--- src/rtl/f9pcap_egress_arb.sv ---
// Frame-granular round-robin arbiter: merges PORT_COUNT f9phdr-wrapped capture streams onto one
// udp_eth_send egress, holding each grant from first beat to last and counting forwarded frames.
module f9pcap_egress_arb #(
    parameter int unsigned PORT_COUNT = 4,
    parameter int unsigned DATA_WIDTH = 64,
    parameter int unsigned LEN_WIDTH  = 16,
    parameter int unsigned CNT_WIDTH  = 16,
    localparam int unsigned KEEP_WIDTH     = (DATA_WIDTH + 7) / 8,
    localparam int unsigned PORT_IDX_WIDTH = $clog2(PORT_COUNT)
) (
    input  logic                            clk_in,
    input  logic                            rst_in,
    input  logic [PORT_COUNT-1:0]           s_valid_in,
    output logic [PORT_COUNT-1:0]           s_ready_out,
    input  logic [PORT_COUNT*DATA_WIDTH-1:0] s_data_in,
    input  logic [PORT_COUNT*KEEP_WIDTH-1:0] s_keep_in,
    input  logic [PORT_COUNT-1:0]           s_last_in,
    input  logic [PORT_COUNT*LEN_WIDTH-1:0] s_data_len_in,
    output logic                            m_valid_out,
    input  logic                            m_ready_in,
    output logic [DATA_WIDTH-1:0]           m_data_out,
    output logic [KEEP_WIDTH-1:0]           m_keep_out,
    output logic                            m_last_out,
    output logic [LEN_WIDTH-1:0]            m_data_len_out,
    output logic [PORT_IDX_WIDTH-1:0]       m_port_out,
    output logic                            busy_out,
    output logic [PORT_COUNT*CNT_WIDTH-1:0] frame_cnt_out
);

    typedef enum logic {StIdle, StXfer} state_e;

    state_e                    state;
    logic [PORT_IDX_WIDTH-1:0] grant;
    logic [PORT_IDX_WIDTH-1:0] rr_ptr;
    logic [CNT_WIDTH-1:0]      frame_cnt [PORT_COUNT];

    logic [DATA_WIDTH-1:0] data_lane [PORT_COUNT];
    logic [KEEP_WIDTH-1:0] keep_lane [PORT_COUNT];
    logic [LEN_WIDTH-1:0]  len_lane  [PORT_COUNT];

    logic [PORT_IDX_WIDTH-1:0] winner;
    logic                      found;
    logic                      frame_end;

    for (genvar p = 0; p < PORT_COUNT; p++) begin : g_lane
        assign data_lane[p] = s_data_in[p*DATA_WIDTH +: DATA_WIDTH];
        assign keep_lane[p] = s_keep_in[p*KEEP_WIDTH +: KEEP_WIDTH];
        assign len_lane[p]  = s_data_len_in[p*LEN_WIDTH +: LEN_WIDTH];
        assign frame_cnt_out[p*CNT_WIDTH +: CNT_WIDTH] = frame_cnt[p];
    end

    // First requester at or after rr_ptr, wrapping, wins.
    always_comb begin
        logic [31:0]               idx;
        logic [PORT_IDX_WIDTH-1:0] sel;
        winner = '0;
        found  = 1'b0;
        idx    = '0;
        sel    = '0;
        for (int unsigned i = 0; i < PORT_COUNT; i++) begin
            idx = (32'(rr_ptr) + i) % PORT_COUNT;
            sel = PORT_IDX_WIDTH'(idx);
            if (!found && s_valid_in[sel]) begin
                found  = 1'b1;
                winner = sel;
            end
        end
    end

    // Data path is a pure mux on the registered grant; no beat storage.
    assign m_valid_out    = (state == StXfer) && s_valid_in[grant];
    assign m_data_out     = data_lane[grant];
    assign m_keep_out     = keep_lane[grant];
    assign m_last_out     = s_last_in[grant];
    assign m_data_len_out = len_lane[grant];
    assign m_port_out     = grant;
    assign busy_out       = (state == StXfer);
    assign frame_end      = m_valid_out && m_ready_in && m_last_out;

    always_comb begin
        s_ready_out = '0;
        if (state == StXfer) begin
            s_ready_out[grant] = m_ready_in;
        end
    end

    always_ff @(posedge clk_in) begin
        if (rst_in) begin
            state  <= StIdle;
            grant  <= '0;
            rr_ptr <= '0;
            for (int p = 0; p < PORT_COUNT; p++) begin
                frame_cnt[p] <= '0;
            end
        end else begin
            unique case (state)
                StIdle: begin
                    if (found) begin
                        grant <= winner;
                        state <= StXfer;
                    end
                end
                StXfer: begin
                    if (frame_end) begin
                        state  <= StIdle;
                        rr_ptr <= (grant == PORT_IDX_WIDTH'(PORT_COUNT - 1)) ? '0 : grant + 1'b1;
                        frame_cnt[grant] <= frame_cnt[grant] + CNT_WIDTH'(1);
                    end
                end
                default: state <= StIdle;
            endcase
        end
    end

endmodule
--- config.mk ---
export PLATFORM = sky130hd
export DESIGN_NAME = f9pcap_egress_arb
export DESIGN_NICKNAME = d
export VERILOG_FILES = /design/src/rtl/f9pcap_egress_arb.sv
export SDC_FILE = /design/constraint.sdc
export NUM_CORES = 1
export LEC_CHECK = 0
export ABC_AREA = 0
export CAP_MARGIN = 20
export CORE_AREA = 2 2 204 206
export CTS_CLUSTER_DIAMETER = 120
export DETAILED_ROUTE_END_ITERATION = 16
export DIE_AREA = 0 0 206 208
export GPL_TIMING_DRIVEN = 1
export PLACE_DENSITY_LB_ADDON = 0.2
export SETUP_SLACK_MARGIN = 0.1
export SLEW_MARGIN = 20
export SYNTH_ARGS = -nofsm -noshare
export SYNTH_HDL_FRONTEND = slang
export SYNTH_SLANG_ARGS = --single-unit
--- constraint.sdc ---
create_clock -name clk_in -period 4.5 [get_ports clk_in]
set_clock_uncertainty 0.2 [all_clocks]
set_input_delay 0.675 -clock clk_in [delete_from_list [all_inputs] [get_ports clk_in]]
set_output_delay 0.675 -clock clk_in [all_outputs]
set_load 0.02 [all_outputs]
==> metrics.md <==
| Metric | Value |
|---|---|
| Die Y | `208 um` |
| Post-synth EDFFs | `64` |
| Final WL | `approximately 36 mm` |
| CTS Sinks | `71` |
| Total CTS buffers | `9` |
| Achievable Freq | `289.1 MHz` |
| Dpl cell area | `11460 um2` |
| Synthesized area per cell | `15.26 um2` |
| CTS resizes | `0` |
| 1st-iter DRT viols | `about 240` |
| GRT Residual Overflow | `0` |
| CTS tree | `yes` |
| Flops & latches, synth | `71` |
| Core box area | `40550 um2` |
| Final setup violation count | `0` |
| Setup bufs post-CTS | `0` |
| Distinct cells, synth | `42` |
| Number of H-tree levels | `3` |
| Final hold violations | `0` |
| WL/cell | `25.24 um` |
| Worst hold stages | `2` |
| Worst setup SP type | `flip-flop` |
| Slew @ Worst Pin | `roughly 0.96 ns` |
| Status | `finished clean` |
| Post-synthesis sequential area ratio | `36.72%` |
| Critical path peak fanout | `53` |
| Clk root buf | `clkbuf_16` |
| Hold bufs inserted after CTS | `0` |
| Gp weighted congestion | `0.8970` |
| Synth Warn # | `0` |
| Min Tclk post-route | `3.459 ns` |
| Final Cell Area | `11800 um2` |
| Most frequent cells in the layout | `523 x clkdlybuf4s50_1, 93 x mux4_2, 71 x nor2_1` |
| Total Power | `between 2000 and 3000 uW` |
| Max_slew headroom | `between 30% and 40%` |
| Post-DRT Antenna Nets | `0` |
| Clock-pin slew on the worst setup and hold paths | `0.06 ns` |
| VDD IR max | `roughly 0.17 mV` |
| I/O pin total | `524` |
| CP Data Required Time | `around 3.6 ns` |
| Synth Net Count | `736` |
| First-pass GRT wire length | `49.31 mm` |
| Area Growth Syn to Fin | `110.2%` |
| Async SR Flop Fraction | `0%` |
| Pleak | `0.003931 uW` |
| GRT Util Overall | `16.50%` |
| Synthesized cell area | `5615 um2` |
| Top FF cell, synth | `edfxtp_1` |
| Drt via density | `just over 4` |
| Die width | `206 um` |
| Fraction of layout cells with a size suffix above 1 | `about 16%` |
| DRC | `0` |
| TNS Setup | `0 ns` |
| # rows | `74` |
| # fillers | `4223` |
| RSZ-0062 raised after global routing | `false` |
| 1st-pass router iterations | `4` |
| Final period util | `76.86%` |
| Clock Tree Buf Depth | `2` |
| Slew Limit Fails | `0` |
| Critical Path AT | `2.58 ns` |
| Initial antenna violation count | `24` |
| R2R cell count | `6` |
| Dpl cells | `1402` |
| Worst setup path class | `flip-flop to primary output` |
| Vias in the first global route | `6414` |
| Skew-Pair Late Insertion Delay | `0.33 ns` |
| PD cells | `around 210 nW/um2` |
| DP HPWL | `31.64 mm` |
| Cells after Synth | `368` |
| # Max-Cap Violations | `0` |
| Min Hold Slack | `0.3646 ns` |
| Crit path capture type | `primary output` |
| Final Net Count | `1249` |
| Port Buffers | `523` |
| Die ar. | `42850 um2` |
| Via count | `5923` |
| Commonest non-fill, non-tap cell in the layout | `clkdlybuf4s50_1` |
| Largest net degree at the start of global routing | `82` |
| Worst Hold Class | `flip-flop to flip-flop` |
| Initial core utilization | `13.85%` |
| Final non-filler cell total | `1438` |
metrics by stage:
step | setup WS (ns) | util [%]
2_1_floorplan | 1.708 | -
3_3_place_gp | 1.025 | 28.26
3_5_place_dp | 0.9453 | 28.26
4_1_cts | 1.024 | 28.98
5_1_grt | 0.9293 | 29.05
6_report | 1.041 | 29.10
worst paths after layout:
path	from	end	slack, ns
setup / recovery	m_port_out[0]$_SDFFE_PP0N_	m_data_len_out[4]	1.04
hold / removal	rr_ptr[0]$_SDFFE_PP0P_	rr_ptr[0]$_SDFFE_PP0P_	0.36
setup reg to reg	flip-flop	frame_cnt[3][14]$_DFFE_PP_	1.49
hold reg to reg	rr_ptr[0]$_SDFFE_PP0P_	rr_ptr[0]$_SDFFE_PP0P_	0.36
final cells by class:
cell class	count	area [um2]	share of cell area, %
clock inverters	6	61.31	0.5195
flip-flops and latches	71	2069	17.53
clock buffers	10	229.0	1.940
repair buffers	534	5343	45.27
diodes	20	50.05	0.4240
inverters	11	41.29	0.3498
multi-input cells	254	3343	28.33
well taps	532	665.6	5.640
worst max-delay path, cell delays in order, from the launching register on:
cell and delay (ns):
dfxtp_4 0.53, buf_12 0.36, mux4_2 0.57, clkdlybuf4s50_1 0.66
per-layer routing:
metal	GRT usage [%]	up-vias	wire, um	part of all wire [%]
met5	0	-	63	0.17
met4	6.429	10	1265	3.5
li1	-	2579	-	-
met3	5.655	52	3319	9.1
met1	17.80	2981	13020	36
met2	29.35	301	18630	51
synthesized netlist by cell type (all sizes together), types with 2 or more instances:
cell type,n,area share [%]
a21oi,6,0.53
a31oi,2,0.49
and3,4,0.45
buf,18,2.0
clkbuf,14,1.1
dfxtp,7,2.5
edfxtp,64,34
ha,5,1.1
inv,11,0.74
mux4,106,43
nand2,9,0.60
nand2b,5,0.56
nand3,8,1.1
nand4,3,0.82
nor2,72,4.9
nor3,8,0.89
nor4,3,0.82
xnor2,13,2.3
where the power goes:
group | switching [uW] | internal [uW]
logic | 431 | 634
registers | 30.4 | 744
clock network | 267 | 427
kinds of logic (layout without fill, tap and decap cells):
| logic type | count (synthesis) | in the layout | share of synthesized area [%] |
|---|---|---|---|
| and+or+nand+nor | 116 | 116 | 10.74 |
| muxes | 107 | 107 | 43.56 |
| DFF | 71 | 71 | 36.72 |
| buffers and inverters | 43 | 561 | 3.810 |
| AOI/OAI and AO/OA | 13 | 13 | 1.761 |
| xor gates and xnor gates | 13 | 13 | 2.295 |
| adders and majority gates | 5 | 5 | 1.114 |
| other | 0 | 20 | 0 |
registers in the layout, summed over array words and instances, names as in the netlist, named ones only:
signal and count:
busy_out 1, m_port_out 2, rr_ptr 2, frame_cnt 64
Note: power is estimated with default switching activity, not from simulation.
